File: src/rtl/fpalu_arbiter_if.sv
// fpalu_arbiter_if: requester-side request/response bus of the shared FPALU arbiter
interface fpalu_arbiter_if #(
    parameter int NREQ = 3,
    parameter int DW = 29
);
    logic [NREQ-1:0] req_valid;
    logic [NREQ-1:0] req_lock;
    logic [2*NREQ-1:0] req_opcode;
    logic [DW*NREQ-1:0] req_a;
    logic [DW*NREQ-1:0] req_b;
    logic [NREQ-1:0] req_ready;
    logic [NREQ-1:0] rsp_valid;
    logic [DW-1:0] rsp_data;
    modport master (
        output req_valid, req_lock, req_opcode, req_a, req_b,
        input  req_ready, rsp_valid, rsp_data
    );
    modport slave (
        input  req_valid, req_lock, req_opcode, req_a, req_b,
        output req_ready, rsp_valid, rsp_data
    );
endinterface

File: src/rtl/fpalu_arbiter.sv
// fpalu_arbiter: round-robin arbiter with lockable bursts sharing one pipelined FPALU
module fpalu_arbiter #(
    parameter int NREQ = 3,
    parameter int DW = 29,
    parameter int LATENCY = 4,
    parameter int LOCK_MAX = 64
) (
    input  logic clk,
    input  logic rst,
    fpalu_arbiter_if.slave bus,
    output logic alu_issue,
    output logic [1:0] alu_opcode,
    output logic [DW-1:0] alu_a,
    output logic [DW-1:0] alu_b,
    input  logic [DW-1:0] alu_y,
    output logic err_lock_timeout
);
    localparam int IW = NREQ > 1 ? $clog2(NREQ) : 1;
    localparam int CW = $clog2(LOCK_MAX + 1);
    localparam logic [NREQ-1:0] ONE = NREQ'(1);
    typedef enum logic {ARB, LOCKED} state_t;
    state_t state, state_nx;
    logic [IW-1:0] rr_ptr, rr_nx, owner, owner_nx, win, idx, grant;
    logic [CW-1:0] lock_cnt, cnt_nx;
    logic found, accept, lock, cap, timeout;
    logic [1:0] sel_op;
    logic [DW-1:0] sel_a, sel_b;
    logic [LATENCY:0] tag_v;
    logic [LATENCY:0][IW-1:0] tag_id;

    // scan downwards so the requester closest to rr_ptr is the last one written
    always_comb begin
        win = '0;
        found = 1'b0;
        idx = '0;
        for (int k = NREQ - 1; k >= 0; k--) begin
            idx = IW'((int'(rr_ptr) + k) % NREQ);
            if (bus.req_valid[idx]) begin
                win = idx;
                found = 1'b1;
            end
        end
    end

    always_comb begin
        grant = state == LOCKED ? owner : win;
        accept = !rst && (state == LOCKED ? bus.req_valid[owner] : found);
        bus.req_ready = accept ? ONE << grant : '0;
        lock = bus.req_lock[grant];
        cap = lock_cnt == CW'(LOCK_MAX - 1);
        timeout = accept && state == LOCKED && lock && cap;
        state_nx = accept ? (lock && !timeout ? LOCKED : ARB) : state;
        rr_nx = accept && state == ARB ? IW'((int'(grant) + 1) % NREQ) : rr_ptr;
        owner_nx = accept && state == ARB ? grant : owner;
        cnt_nx = state_nx == ARB ? '0 : accept ? (state == ARB ? CW'(1) : lock_cnt + CW'(1)) : lock_cnt;
        sel_op = '0;
        sel_a = '0;
        sel_b = '0;
        for (int i = 0; i < NREQ; i++)
            if (grant == IW'(i)) begin
                sel_op = bus.req_opcode[2*i +: 2];
                sel_a = bus.req_a[DW*i +: DW];
                sel_b = bus.req_b[DW*i +: DW];
            end
    end

    always_ff @(posedge clk) begin
        if (rst) begin
            state <= ARB;
            rr_ptr <= '0;
            owner <= '0;
            lock_cnt <= '0;
            err_lock_timeout <= 1'b0;
            alu_issue <= 1'b0;
            alu_opcode <= '0;
            alu_a <= '0;
            alu_b <= '0;
            tag_v <= '0;
            tag_id <= '0;
            bus.rsp_valid <= '0;
            bus.rsp_data <= '0;
        end else begin
            state <= state_nx;
            rr_ptr <= rr_nx;
            owner <= owner_nx;
            lock_cnt <= cnt_nx;
            err_lock_timeout <= err_lock_timeout | timeout;
            alu_issue <= accept;
            if (accept) begin
                alu_opcode <= sel_op;
                alu_a <= sel_a;
                alu_b <= sel_b;
            end
            tag_v <= {tag_v[LATENCY-1:0], accept};
            tag_id <= {tag_id[LATENCY-1:0], grant};
            bus.rsp_valid <= tag_v[LATENCY] ? ONE << tag_id[LATENCY] : '0;
            if (tag_v[LATENCY]) bus.rsp_data <= alu_y;
        end
    end
endmodule

File: src/flat_wrapper.sv
// flat-port wrapper written by rule: the top's interface ports become plain ports
module fpalu_arbiter_flat 
#(
    parameter int NREQ = 3,
    parameter int DW = 29,
    parameter int LATENCY = 4,
    parameter int LOCK_MAX = 64
)
  (clk, rst, alu_issue, alu_opcode, alu_a, alu_b, alu_y, err_lock_timeout, bus_req_valid, bus_req_lock, bus_req_opcode, bus_req_a, bus_req_b, bus_req_ready, bus_rsp_valid, bus_rsp_data);
  fpalu_arbiter_if #(.NREQ(NREQ), .DW(DW)) bus_i ();
  input  logic clk;
  input  logic rst;
  output logic alu_issue;
  output logic [1:0] alu_opcode;
  output logic [DW-1:0] alu_a;
  output logic [DW-1:0] alu_b;
  input  logic [DW-1:0] alu_y;
  output logic err_lock_timeout;
  input wire logic [$bits(bus_i.req_valid)-1:0] bus_req_valid;
  input wire logic [$bits(bus_i.req_lock)-1:0] bus_req_lock;
  input wire logic [$bits(bus_i.req_opcode)-1:0] bus_req_opcode;
  input wire logic [$bits(bus_i.req_a)-1:0] bus_req_a;
  input wire logic [$bits(bus_i.req_b)-1:0] bus_req_b;
  output wire logic [$bits(bus_i.req_ready)-1:0] bus_req_ready;
  output wire logic [$bits(bus_i.rsp_valid)-1:0] bus_rsp_valid;
  output wire logic [$bits(bus_i.rsp_data)-1:0] bus_rsp_data;
  assign bus_i.req_valid = bus_req_valid;
  assign bus_i.req_lock = bus_req_lock;
  assign bus_i.req_opcode = bus_req_opcode;
  assign bus_i.req_a = bus_req_a;
  assign bus_i.req_b = bus_req_b;
  assign bus_req_ready = bus_i.req_ready;
  assign bus_rsp_valid = bus_i.rsp_valid;
  assign bus_rsp_data = bus_i.rsp_data;
  fpalu_arbiter #(.NREQ(NREQ), .DW(DW), .LATENCY(LATENCY), .LOCK_MAX(LOCK_MAX)) u_core (.clk(clk), .rst(rst), .bus(bus_i), .alu_issue(alu_issue), .alu_opcode(alu_opcode), .alu_a(alu_a), .alu_b(alu_b), .alu_y(alu_y), .err_lock_timeout(err_lock_timeout));
endmodule
File: config.mk
export PLATFORM = sky130hd
export DESIGN_NAME = fpalu_arbiter_flat
export DESIGN_NICKNAME = d
export VERILOG_FILES = /design/src/rtl/fpalu_arbiter_if.sv /design/src/rtl/fpalu_arbiter.sv /design/src/flat_wrapper.sv
export SDC_FILE = /design/constraint.sdc
export NUM_CORES = 1
export LEC_CHECK = 0
export ABC_CLOCK_PERIOD_IN_PS = 5400
export CORE_MARGIN = 3
export CORE_UTILIZATION = 40
export DETAILED_ROUTE_END_ITERATION = 12
export PLACE_DENSITY = 0.85
export SYNTH_ARGS = -nofsm -noshare
export SYNTH_HDL_FRONTEND = slang
export SYNTH_SLANG_ARGS = --single-unit
File: constraint.sdc
create_clock -name clk -period 5.4 [get_ports clk]
set_clock_uncertainty 0.2 [all_clocks]
set_input_delay 0.54 -clock clk [delete_from_list [all_inputs] [get_ports clk]]
set_output_delay 0.54 -clock clk [all_outputs]
set_load 0.005 [all_outputs]
# After elaboration in Yosys (flattened, before gate mapping)
# Cells that the tools add are included.
# Widths: inputs -> output; s select.
# classes
n_addsub,4
muxes,31
n_reduce_logical,11
n_shift,2
n_bitwise,4
magnitude_cmp,5
n_eq_ne,3
div_mod_pow,4
# op_table
operator,count
$mux 29,6
$mod 32x3->32 const B,3
$mod 3x3->32 const B,1
$lt 2x3->1 const B,5
$mux 2,7
$mux 1,11
$bmux 1 s2,5
$add 7x1->7 const B,1
$eq 7x6->1 const B,1
$mux 7,1
$add 2x1->3 const B,2
$logic_and 1x1->1,6
$shl 1x2->3 const A,2
$reduce_or 2->1,2
$add 2x2->3 const B,1
$mux 3,1
$not 1->1,3
$eq 2x1->1 const B,1
$eq 2x2->1 const B,1
$logic_not 1->1,2
$logic_not 2->1,1
$or 1x1->1,1
# totals
input_bits,217
wordCells,81
register_bits,121
output_inout_bits,97

# Logic depth before layout (Yosys ltp)
# Gate-level depths: netlist of the first run.
# depth
word_depth,18
mapped_depth,12
depth_no_buf,9

# Worst setup path before layout of the first run
# No wires, ideal clock.
# synth_timing
path_type,register to output
start,register u_core.rr_ptr[0]
end,output bus_req_ready[1]
arrival_ps,2288
setup_slack_ps,2372
path_stages_with_launch,9
t_required_ps,4660
cell_sequence,dfxtp_1 inv_1 ha_1 and2_1 o21a_1 o31a_1 nor4_4 buf_6 and2_1
# synth_between
elab_chain_cells,10
elab_cells_between_ends,22
classes_between,add/sub (2); div (3); shift (1); mux (15); reduce/logical (1)
# synth_rtl
item,line_no,rtl
from (decl),fpalu_arbiter.sv:23,"logic [IW-1:0] rr_ptr, rr_nx, owner, owner_nx, win, idx, grant;"
from (signal assigned),fpalu_arbiter.sv:84,rr_ptr <= rr_nx;
$add 2x2->3,fpalu_arbiter.sv:37,idx = IW'((int'(rr_ptr) + k) % NREQ);
$mod 32x3->32,fpalu_arbiter.sv:37,
$bmux 1 s2,fpalu_arbiter.sv:38,if (bus.req_valid[idx]) begin
$mux 1 (not written as such),fpalu_arbiter.sv:38,
$mux 2 / $mux 1 (equally long branches) (3 in series),fpalu_arbiter.sv:38,
$mux 2 / $mux 1 (equally long branches),"fpalu_arbiter.sv:46, fpalu_arbiter.sv:47",
$shl 1x2->3 / $logic_and 1x1->1 (equally long branches),"fpalu_arbiter.sv:48, fpalu_arbiter.sv:47",
$mux 3 (*),fpalu_arbiter.sv:48,bus.req_ready = accept ? ONE << grant : '0;
to (decl),flat_wrapper.sv:24,output wire logic [$bits(bus_i.req_ready)-1:0] bus_req_ready;
# Mark *: on every way between the ends. The rest lies on a longest branch, timed or not. The select of a mux whose other input is x is not followed.

# Worst setup path after layout of the first run
# layout_timing
start,register u_core.rr_ptr[1]
end,output bus_req_ready[2]
# Same word-level chain as after synthesis.

==> results.md, run 1 <==
* Status: complete, no violations
* Ports at 314
* Post-synth EDFFs at 0
* Post-layout instance area at 9860 um2
* Worst R2R End: u_core.alu_b[9]
* Final setup viols at 0
* Layout cells sized above 1 at 0.0897
* Placer congestion estimate at 0.883
* F_max at 0.248 GHz
* Synth warn at 0
* CTS tree: built
* Initial DRT Pass Iterations at 5
* CP Capture Point: bus_req_ready[2]
* Minimum clock period at 4030 ps
* Initial antenna violation count at 2
* Max Root-Sink Buffers at 2
* Flop2flop setup slack at 2120 ps
* Fin nets at 1234
* Critical Path Start Type: flip-flop
* DRC viols at 0
* Filler cells at 1237
* Storage cell area at 2400 um2
* Dpl cell area at 9230 um2
* Sum Neg Setup Slack at 0 ps
* Crit path largest cell delay at 700 ps
* Cell area after synthesis at 6090 um2
* DIE HEIGHT at 129 um
* Yosys cell types at 49
* Routed WL at 22300 um
* Initial Util at 0.415
* Final HPWL from detailed placement at 14900 um
* Post-route setup slack at 1370 ps
* Syn Nets at 965
* First-pass GRT wire length at 33900 um
* Std cell rows at 44
* Worst setup startpoint: u_core.rr_ptr[1]
* H-tree levels at 4
* Die area at 16800 um2
* Reg2Reg Depth at 9
* CP Cell Sequence: ha_1 -> or2b_1 -> nand3_1 -> o2111a_2 -> nor2_1 -> nor3_1 -> clkdlybuf4s50_1
* Clk Latency, worst-skew pair at 410 ps
* DR vias at 6768
* Post-CTS Setup Inserts at 0
* Static leakage at 3.74 nW
* Initial DRC Count at 429
* Power Density at 361 nW/um2
* Pin count of the biggest net entering global routing at 74
* Hold crit path type: reg2reg
* Mean number of vias per cell at 5.58
* Worst VDD drop at 0.210 mV
* FF+latch count, synth at 120
* Worst EP required at 4660 ps
* Relative slew slack at 0.380
* GRT overflow at 0
* Syn avg cell area at 8.19 um2
* Asr flop ratio synth at 0
* Post-CTS sizing at 0
* Tightest hold margin at 238 ps
* Multi-input gate area at 3370 um2
* CTS root buf: clkbuf_16
* Pre-CTS WS at 1560 ps
* DR WL/cell at 18.4 um
* Register area share after synthesis at 0.394
* Clock sink count at 120
* Core Area at 14700 um2
* Post-Place Cells at 1178
* Layout area overhead at 61.8%
* CTS buffer count at 17
* Core Util, Final at 0.671
* Final total power at 3.56 mW
* Critical Path End Type: output port
* Horiz. Die Dim at 129 um
* Synth Flop Type: dfxtp_1
* Final ANT Viol Nets at 0
* Worst R2R Start: u_core.rr_ptr[0]
* Tcrit/Tclk final at 0.746
* Max Transition Viols Final at 0
* GRT Overall Usage at 0.255
* Worst-Margin Slew at 930 ps
* Critical path class: reg2out
* CTS hold repair buffers at 0
* Worst Path Arrival at 3290 ps
* CP max FO at 32
* Clk slew on worst S/H paths at 50 ps
* Number of global-route vias before repair at 6592
* Post-Layout Cell Count at 1212
* RSZ-0062 raised after global routing: no
* Input/output buffers at 313
* Slowest CP cell: o2111a_2
* Max Cap Viol at 0
* Mapped Cells at 744
* Final Hold Viols at 0
[flip-flops by register name, summed over array words and instances, names as in the netlist]
| register | cells |
|---|---|
| u_core.alu_a | 29 |
| u_core.alu_b | 29 |
| u_core.alu_opcode | 2 |
| u_core.bus.rsp_data | 29 |
| u_core.bus.rsp_valid | 3 |
| u_core.err_lock_timeout | 1 |
| u_core.lock_cnt | 7 |
| u_core.owner | 2 |
| u_core.rr_ptr | 2 |
| u_core.state | 1 |
| u_core.tag_id | 10 |
| u_core.tag_v | 5 |
[cells by family (layout without fill, tap and decap cells)]
logic type | Yosys count | in the layout | synth area share
muxes | 34 | 34 | 0.0559
other | 0 | 2 | 0
DFF | 120 | 120 | 0.394
and+or+nand+nor | 164 | 164 | 0.142
buffers and inverters | 79 | 361 | 0.0595
adders and majority gates | 4 | 4 | 0.00821
AOI/OAI and AO/OA | 343 | 343 | 0.340
[worst min-delay path by stage]
stage | startpoint | endpoint | cells after the start
2_1_floorplan | u_core.tag_id[0] | u_core.tag_id[2] | 1
6_report | u_core.tag_id[3] | u_core.tag_id[5] | 1
3_3_place_gp | u_core.tag_v[1] | u_core.tag_v[2] | 1
3_5_place_dp | u_core.tag_id[3] | u_core.tag_id[5] | 1
5_1_grt | u_core.tag_id[5] | u_core.tag_id[7] | 1
4_1_cts | u_core.tag_id[3] | u_core.tag_id[5] | 1
[power by group]
part           leakage (nW)  switching [mW]  internal [mW]
registers             0.986          0.0857           1.03
clock network         0.293           0.431          0.776
logic                  2.46           0.616          0.621
total                  3.74            1.13           2.42
[critical path: cells and delay by family, from the launching register on]
family | cells | cell delay (ps)
fa+ha+maj | 1 | 440
compound gates | 1 | 700
flops | 1 | 380
buf+inv | 1 | 560
simple gates | 4 | 780
[synthesized netlist by cell type, types with 4 or more instances]
cell | count | area [um2]
inv_1 | 5 | 18.8
clkbuf_1 | 53 | 199
nor2_1 | 44 | 165
a21oi_1 | 116 | 581
mux2i_1 | 34 | 340
buf_6 | 6 | 67.6
dfxtp_1 | 120 | 2400
nor2b_1 | 13 | 81.3
nand3b_1 | 5 | 37.5
ha_1 | 4 | 50.1
a21oi_2 | 40 | 350
nand3_1 | 66 | 330
a21o_1 | 60 | 450
o21ai_0 | 109 | 546
buf_2 | 7 | 35.0
and2_1 | 4 | 25.0
nand2_1 | 9 | 33.8
[layer usage]
layer	global-route usage	share of wire	vias up
li1	-	-	3214
met1	0.296	0.39	3174
met2	0.424	0.48	331
met3	0.0965	0.096	47
met4	0.104	0.028	2
met5	0	0.00036	-
[layout by cell type (no fill, tap or decap), drive strengths merged, types with 2 or more instances in the layout]
cell type	synthesis	final
nor2b	13	13
nand2b	2	2
o211ai	2	2
a21oi	156	156
buf	19	11
inv	5	8
a31oi	2	2
nand3	66	66
diode	0	2
mux2i	34	34
dfxtp	120	120
nor3	2	2
ha	4	4
a21o	60	60
o21a	2	2
and3b	3	3
nor2	44	44
o21ai	109	109
clkinv	1	4
a21boi	2	2
and2	4	4
and3	3	3
nand2	9	9
clkinvlp	0	4
nand3b	5	5
nor3b	3	3
clkdlybuf4s50	0	312
bufinv	0	4
clkbuf	54	18
nor4bb	2	2
[layout make-up]
cell class                 instances  share of cell area
sequential                       120               0.244
multi-input combinational        545               0.341
timing repair buffer             323               0.325
clock inverter                    14              0.0202
clock buffer                      18              0.0435
inverter                           6             0.00228
tap                              184              0.0234
antenna                            2            0.000508
No activity file was read; power rests on OpenSTA's default activity.
==> run 2, diff against run 1 <==
ABC_CLOCK_PERIOD_IN_PS = 4180   (was 5400)
clock period = 4.18 ns   (was 5.4 ns; I/O delays follow)
==> run 2 against run 1 <==
Net effect:
- critical path depth grew 1
- sequential power grew 30%
- clock-buffer cell count is 1 lower
- sequential cell count stayed put
- first-iteration DRC count up 45%
- register-to-register slack got worse by 1200 ps
- routed wire length is 0.17% higher
- global-route usage grew 0.11 points
- utilization down 0.068 points
- critical endpoint is now bus_req_ready[1]
==> results.md, run 2 (synthesis gave the netlist of run 1 again) <==
* Initial DRT Pass Iterations at 5
* Core Area at 14700 um2
* CTS buffer count at 17
* Input/output buffers at 313
* Number of global-route vias before repair at 6387
* Max Cap Viol at 0
* Status: complete, no violations
* Clk Latency, worst-skew pair at 410 ps
* Worst VDD drop at 0.362 mV
* Initial DRC Count at 622
* GRT Overall Usage at 0.256
* Fin nets at 1234
* Hold crit path type: reg2reg
* H-tree levels at 4
* Worst-Margin Slew at 908 ps
* DR vias at 6734
* Initial antenna violation count at 3
* Sum Neg Setup Slack at 0 ps
* RSZ-0062 raised after global routing: no
* Worst EP required at 3560 ps
* Critical Path End Type: output port
* Ports at 314
* Tcrit/Tclk final at 0.861
* Commonest cells after routing, fill and taps aside: clkdlybuf4s50_1, dfxtp_1, a21oi_1
* Post-CTS Setup Inserts at 0
* Top Registers: u_core.alu_a x29, u_core.alu_b x29, u_core.bus.rsp_data x29
* Initial Util at 0.415
* Commonest non-fill, non-tap cell in the layout: clkdlybuf4s50_1
* Minimum clock period at 3600 ps
* CTS root buf: clkbuf_16
* CTS tree: built
* Final setup viols at 0
* CTS hold repair buffers at 0
* Post-Place Cells at 1178
* Layout area overhead at 61.6%
* Critical path class: reg2out
* Std cell rows at 44
* Critical Path Start Type: flip-flop
* CP max FO at 8
* Final ANT Viol Nets at 0
* Post-Layout Cell Count at 1212
* Worst Path Arrival at 2980 ps
* DR WL/cell at 18.4 um
* F_max at 0.278 GHz
* First-pass GRT wire length at 34000 um
* DRC viols at 0
* Die area at 16800 um2
* Layout cells sized above 1 at 0.0906
* Max Transition Viols Final at 0
* Mean number of vias per cell at 5.56
* Max Root-Sink Buffers at 2
* Clk slew on worst S/H paths at 60 ps
* Final Hold Viols at 0
* Relative slew slack at 0.395
* Pin count of the biggest net entering global routing at 66
* GRT overflow at 0
* Clock sink count at 120
* Horiz. Die Dim at 129 um
* Dpl cell area at 9230 um2
* DIE HEIGHT at 129 um
* Core Util, Final at 0.670
* Post-layout instance area at 9850 um2
* Power Density at 463 nW/um2
* Reg2Reg Depth at 9
* Worst hold path depth at 1
* Post-CTS sizing at 0
* Static leakage at 3.75 nW
* Placer congestion estimate at 0.838
* Routed WL at 22300 um
* Final HPWL from detailed placement at 15000 um
==> run 2: changes by cell type in the layout (fill, tap and decap cells not counted) <==
cell	previous run	this run
clkinvlp_4	4	1
clkinv_4	3	5
inv_6	2	4
bufinv_16	4	3
clkbuf_1	1	0
inv_8	0	1
==> run 2: layout make-up <==
type | count | area [um2]
inverter | 6 | 22.5
antenna | 2 | 5.00
timing repair buffer | 323 | 3200
sequential | 120 | 2400
clock buffer | 17 | 425
fill | 1196 | 4850
tap | 184 | 230
clock inverter | 15 | 193
multi-input combinational | 545 | 3370
==> run 2: final timing paths <==
kind	start	endpoint	slack, ps
setup / recovery	u_core.rr_ptr[0]	bus_req_ready[1]	580
hold reg to reg	u_core.tag_id[5]	u_core.tag_id[7]	240
setup reg to reg	u_core.rr_ptr[0]	u_core.alu_b[10]	910
hold / removal	u_core.tag_id[5]	u_core.tag_id[7]	240
==> run 2: power by group <==
part / switching (mW) / internal, mW
registers: 0.110 / 1.33
logic: 0.793 / 0.800
clock network: 0.576 / 0.952
==> run 2: critical path, stage by stage (launching register included) <==
cell and delay, ps:
dfxtp_1 350, inv_1 70, ha_1 390, and2_1 190
o21a_1 200, o31a_1 400, nor4_4 290, and2_1 160
clkdlybuf4s50_1 530
==> run 2: stage by stage <==
| stage | setup slack [ps] | hold slack, ps | power [mW] |
|---|---|---|---|
| 6_report | 583 | 237 | 4.56 |
| 5_1_grt | 373 | 249 | 4.79 |
| 4_1_cts | 565 | 238 | 4.59 |
| 3_5_place_dp | 767 | 222 | 3.04 |
| 3_3_place_gp | 863 | 218 | 3.02 |
| 2_1_floorplan | 1270 | 214 | 2.30 |
==> run 2: metal layers <==
metal,track usage,vias to the layer above,wire (um),part of all wire
met3,0.0845,39,1990,0.089
li1,-,3220,-,-
met2,0.425,310,11100,0.50
met5,0,-,13,0.00058
met1,0.309,3163,8600,0.39
met4,0.0978,2,604,0.027
==> edit 1 (config.mk and constraints of run 2) <==
Take the reset off `tag_v` and load it in a clocked block of its own.
--- a/src/rtl/fpalu_arbiter.sv
+++ b/src/rtl/fpalu_arbiter.sv
@@ -76,5 +76,4 @@
             alu_a <= '0;
             alu_b <= '0;
-            tag_v <= '0;
             tag_id <= '0;
             bus.rsp_valid <= '0;
@@ -92,5 +91,4 @@
                 alu_b <= sel_b;
             end
-            tag_v <= {tag_v[LATENCY-1:0], accept};
             tag_id <= {tag_id[LATENCY-1:0], grant};
             bus.rsp_valid <= tag_v[LATENCY] ? ONE << tag_id[LATENCY] : '0;
@@ -98,4 +96,8 @@
         end
     end
+
+    always_ff @(posedge clk) begin
+        tag_v <= {tag_v[LATENCY-1:0], accept};
+    end
 endmodule
 
Behaviour: no difference found for any inputs over 4 cycles, from zero or initial values and one cycle with rst high; that may be too few to reach the edited logic, so the function may still have changed.
==> edit 1 against run 2 <==
- setup slack worse by 200 ps
- power is 32% higher
- first-iteration DRC count is 44% lower
- sequential cell count is 1 higher
- die area is 8.9% lower
- wire length is 13% lower
- global-route usage is 0.82 points lower
- area after synthesis is 9.3% lower
- via count is 18% lower
- cell area is 5.5% lower
- critical endpoint is now bus_req_ready[0]
==> edit 1: results <==
metrics = {
    "global_routing": {
        "grt_use_total_pct": 24.8,
        "grt.met2_usage_pct": 44.8,
        "grt_pass1_wl_um": 28300,
        "use_met1_pct": 25.9,
        "grt_max_degree": 87,
        "grt_pass1_vias": 5305,
        "antenna_found_initial": 2,
        "use_met3_pct": 8.87,
    },
    "place": {
        "place.gp.congestion": 0.844,
        "placed_area_mm2": 0.00871,
        "dp_cells": 1020,
        "dp_slack_ps": 438,
    },
    "cells_and_area": {
        "nets": 1084,
        "final_layout_size_suffix_gt1_share_pct": 5.94,
    },
    "min_path": {
        "worstHoldPathCells": 0,
    },
    "logic_synthesis": {
        "synth_common_cells": "dfxtp_1 (121), mux2i_1 (92), nor2_1 (82)",
        "postSynthCellCount": 569,
        "synth.distinct_cells": 56,
        "synth_area_leaders": "dfxtp_1 (44%), mux2i_1 (17%), a2bb2oi_1 (5.7%), nor2_1 (5.6%), a211oi_1 (5.0%)",
        "synth_fp_nets": 790,
        "yosysSeqAreaShare_pct": 43.8,
    },
    "critical_path": {
        "critPathTopFamily": "buffers and inverters",
        "r2r_cells": 11,
        "critPathArrivalTime_ps": 3180,
    },
    "power_and_ir_drop": {
        "p_leak_uw": 0.00353,
        "ir_drop_v": 0.000341,
    },
    "detailed_routing": {
        "first_iter_violations": 350,
        "wirelength_um": 19400,
        "num_vias": 5491,
        "wl_per_cell_um": 18.4,
    },
    "clocking": {
        "insertion_delay_ps": 410,
    },
    "outcome": {
        "status": "finished clean",
    },
    "timing": {
        "tightestPinTransition_ps": 954,
    },
}
==> edit 1: logic make-up after synthesis <==
kind of cell	synth area share, %
buf+inv	4.98
xor+xnor	0.634
fa+ha+maj	0.906
mux	17.1
flops	43.8
compound gates	20.4
simple gates	12.1
==> edit 1: area by class of cell <==
type	count	area [um^2]	area share (%)
Clock inverter	7	90.1	0.968
Timing Repair Buffer	323	3210	34.4
Inverter	7	26.3	0.282
Antenna cell	2	5.00	0.0538
Clock buffer	24	502	5.39
Sequential cell	121	2420	26.0
Multi-Input combinational cell	393	2840	30.5
Tap cell	176	220	2.37
==> edit 1: path summary, 6_finish.rpt <==
kind	startpoint	end	slack [ps]
max	u_core.rr_ptr[0]$_SDFFE_PP0P_	bus_req_ready[0]	380
min	u_core.tag_v[3]$_DFF_P_	u_core.tag_v[4]$_DFF_P_	120
max reg2reg	u_core.rr_ptr[1]$_SDFFE_PP0P_	u_core.alu_b[1]$_SDFFE_PP0N_	560
min reg2reg	u_core.tag_v[3]$_DFF_P_	u_core.tag_v[4]$_DFF_P_	120
==> edit 1: worst reg2reg max path: cells and delay by family (launching register included) <==
| kind | cells | cell delay, ps |
|---|---|---|
| AOI/OAI and AO/OA | 4 | 820 |
| adders and majority gates | 1 | 350 |
| DFF | 1 | 330 |
| buffers and inverters | 3 | 890 |
| muxes | 1 | 300 |
| and+or+nand+nor | 2 | 620 |
==> edit 1: per-layer routing <==
| layer | part of all wire [%] | wire length, um |
|---|---|---|
| met1 | 36 | 6910 |
| met2 | 53 | 10300 |
| met5 | 0 | 0 |
| met3 | 8.8 | 1710 |
| met4 | 2.4 | 470 |
==> edit 1: where the power goes <==
group	switching (uW)	internal (uW)
logic	1360	1500
registers	198	1490
clock network	507	949
==> edit 2 (flow settings as in run 2) <==
Without the edit above. `LOCK_MAX` is set to 64 in 2 places; all go to 32.
--- a/src/rtl/fpalu_arbiter.sv
+++ b/src/rtl/fpalu_arbiter.sv
@@ -4,5 +4,5 @@
     parameter int DW = 29,
     parameter int LATENCY = 4,
-    parameter int LOCK_MAX = 64
+    parameter int LOCK_MAX = 32
 ) (
     input  logic clk,
--- a/src/flat_wrapper.sv
+++ b/src/flat_wrapper.sv
@@ -5,5 +5,5 @@
     parameter int DW = 29,
     parameter int LATENCY = 4,
-    parameter int LOCK_MAX = 64
+    parameter int LOCK_MAX = 32
 )
   (clk, rst, alu_issue, alu_opcode, alu_a, alu_b, alu_y, err_lock_timeout, bus_req_valid, bus_req_lock, bus_req_opcode, bus_req_a, bus_req_b, bus_req_ready, bus_rsp_valid, bus_rsp_data);
Check against the original RTL: no difference found for any inputs over 4 cycles, from zero or initial values and one cycle with rst high; that may be too few to reach the edited logic, so the function may still have changed.
==> edit 2 against run 2 <==
- register-to-register slack got worse by 320 ps
- wire length fell by 7.7%
- setup slack got worse by 310 ps
- global-route usage fell by 0.27 points
- utilization rose by 2.7 points
- count of clock-buffer cells in the layout rose by 2
- area after synthesis fell by 7.1%
- sequential power rose by 3%
- cell area fell by 4.0%
- power rose by 3.7%
- worst hold slack got worse by 3.4 ps
- sequential cell count fell by 1
- largest cell class is now buffers
- largest power group unchanged
- critical path type unchanged
- combinational power rose by 15%
==> edit 2: results <==
metrics = {
    "critical_path": {
        "r2r_start": "u_core.rr_ptr[1]$_SDFFE_PP0P_",
        "cp-endpoint": "bus_req_ready[1]",
        "startpoint": "u_core.rr_ptr[0]$_SDFFE_PP0P_",
        "r2r_setup_slack_ps": 590,
        "r2r_end": "u_core.alu_b[6]$_SDFFE_PP0N_",
        "r2r_cells": 10,
        "critPathArrivalTime_ps": 3290,
        "crit_fanout": 14,
    },
    "logic_synthesis": {
        "syn_area_per_cell_um2": 9.06,
        "ys_warn_count": 0,
        "synth_fp_nets": 846,
        "synth_ff_type": "dfxtp_1",
        "synth.distinct_cells": 49,
        "synth_common_cells": "dfxtp_1 (119), o21ai_0 (55), nor2_1 (49)",
        "yosysSeqAreaShare_pct": 42.1,
        "synthArstFlopShare_pct": 0,
        "synth_area_leaders": "dfxtp_1 (42%), mux2_2 (9.3%), mux2i_1 (5.8%), o21ai_0 (4.9%), a22oi_1 (4.5%)",
    },
    "clocking": {
        "clockBufferDepth": 2,
        "h-tree-depth": 4,
        "numCtsBuffers": 17,
        "insertion_delay_ps": 410,
        "clk_pin_slew_worst_paths_ps": 60,
        "root_buffer": "clkbuf_16",
    },
    "detailed_routing": {
        "first_iter_violations": 340,
        "wirelength_um": 20600,
        "wl_per_cell_um": 18.8,
        "num_vias": 6064,
        "first_pass_iters": 6,
    },
    "min_path": {
        "holdCritStartpoint": "u_core.tag_id[6]$_SDFF_PP0_",
        "whs_endpoint": "u_core.tag_id[8]$_SDFF_PP0_",
        "min_path_type": "flip-flop to flip-flop",
        "worstHoldPathCells": 1,
    },
    "place": {
        "placed_area_mm2": 0.00888,
        "place.gp.congestion": 0.838,
        "port-buffer-count": 313,
        "place_hpwl_um": 14800,
    },
    "cells_and_area": {
        "nets": 1129,
        "reg_top3": "u_core.alu_a (29), u_core.alu_b (29), u_core.bus.rsp_data (29)",
        "final_layout_size_suffix_gt1_share_pct": 10.9,
    },
    "power_and_ir_drop": {
        "ir_drop_v": 0.000315,
        "p_leak_uw": 0.00341,
    },
    "global_routing": {
        "antenna_found_initial": 1,
        "grt_pass1_vias": 6021,
        "use_met1_pct": 27.2,
        "busiest_layer": "met2",
        "grt_use_total_pct": 25.3,
        "use_met3_pct": 9.81,
        "grt.met2_usage_pct": 44.0,
        "grt_max_degree": 100,
        "grt_pass1_wl_um": 31800,
    },
    "timing": {
        "relSlewSlack_pct": 37.9,
    },
    "outcome": {
        "status": "finished clean",
    },
}
## edit 2: kinds of logic (layout without fill, tap and decap cells)
group / after synthesis / count (layout) / synth area share (%)
other cells: 0 / 1 / 0
flops: 119 / 119 / 42.1
buf+inv: 71 / 366 / 5.30
xor+xnor: 5 / 5 / 0.773
fa+ha+maj: 4 / 4 / 0.884
simple gates: 171 / 171 / 15.1
compound gates: 174 / 174 / 20.3
mux: 81 / 81 / 15.6
## edit 2: where the power goes
part           internal (uW)  switching, uW  total, uW  leakage (uW)
Combinational            926            904       1830       0.00217
Sequential              1360            125       1490      0.000974
Clock                    886            525       1410      0.000267
## edit 2: area by class of cell
cell class                 count  area [um^2]
sequential                   119         2380
multi-input combinational    435         3020
clock inverter                12          130
timing repair buffer         325         3220
inverter                      10         37.5
antenna                        1         2.50
clock buffer                  19          443
tap                          176          220
fill                        1045         4100
## edit 2: stage by stage
| stage | power, uW | hold WS (ps) | setup slack [ps] | util, % |
|---|---|---|---|---|
| 6_report | 4730 | 233 | 275 | 69.7 |
| 5_1_grt | 4970 | 256 | 105 | 69.7 |
| 3_5_place_dp | 3310 | 223 | 394 | 65.5 |
| 4_1_cts | 4740 | 236 | 202 | 69.7 |
| 2_1_floorplan | 2410 | 214 | 1250 | - |
| 3_3_place_gp | 3290 | 219 | 440 | 65.5 |
## edit 2: critical path, stage by stage (launching register included)
cell and delay, ps:
dfxtp_1 320, inv_1 80, ha_1 420, mux2i_4 340, o221ai_2 180, o32a_1 380, and2_2 300, nor3_1 250
clkdlybuf4s50_1 590
## edit 2: what timing repair did
item                                    CTS  global route
setup buffers                             0             0
endpoints found under the setup margin    0             1
gates resized for setup                   0             1
## edit 2: metal layers
layer,wire [um],share of wire [%]
met1,7530,37
met2,10400,50
met3,1920,9.3
met4,762,3.7
met5,0,0
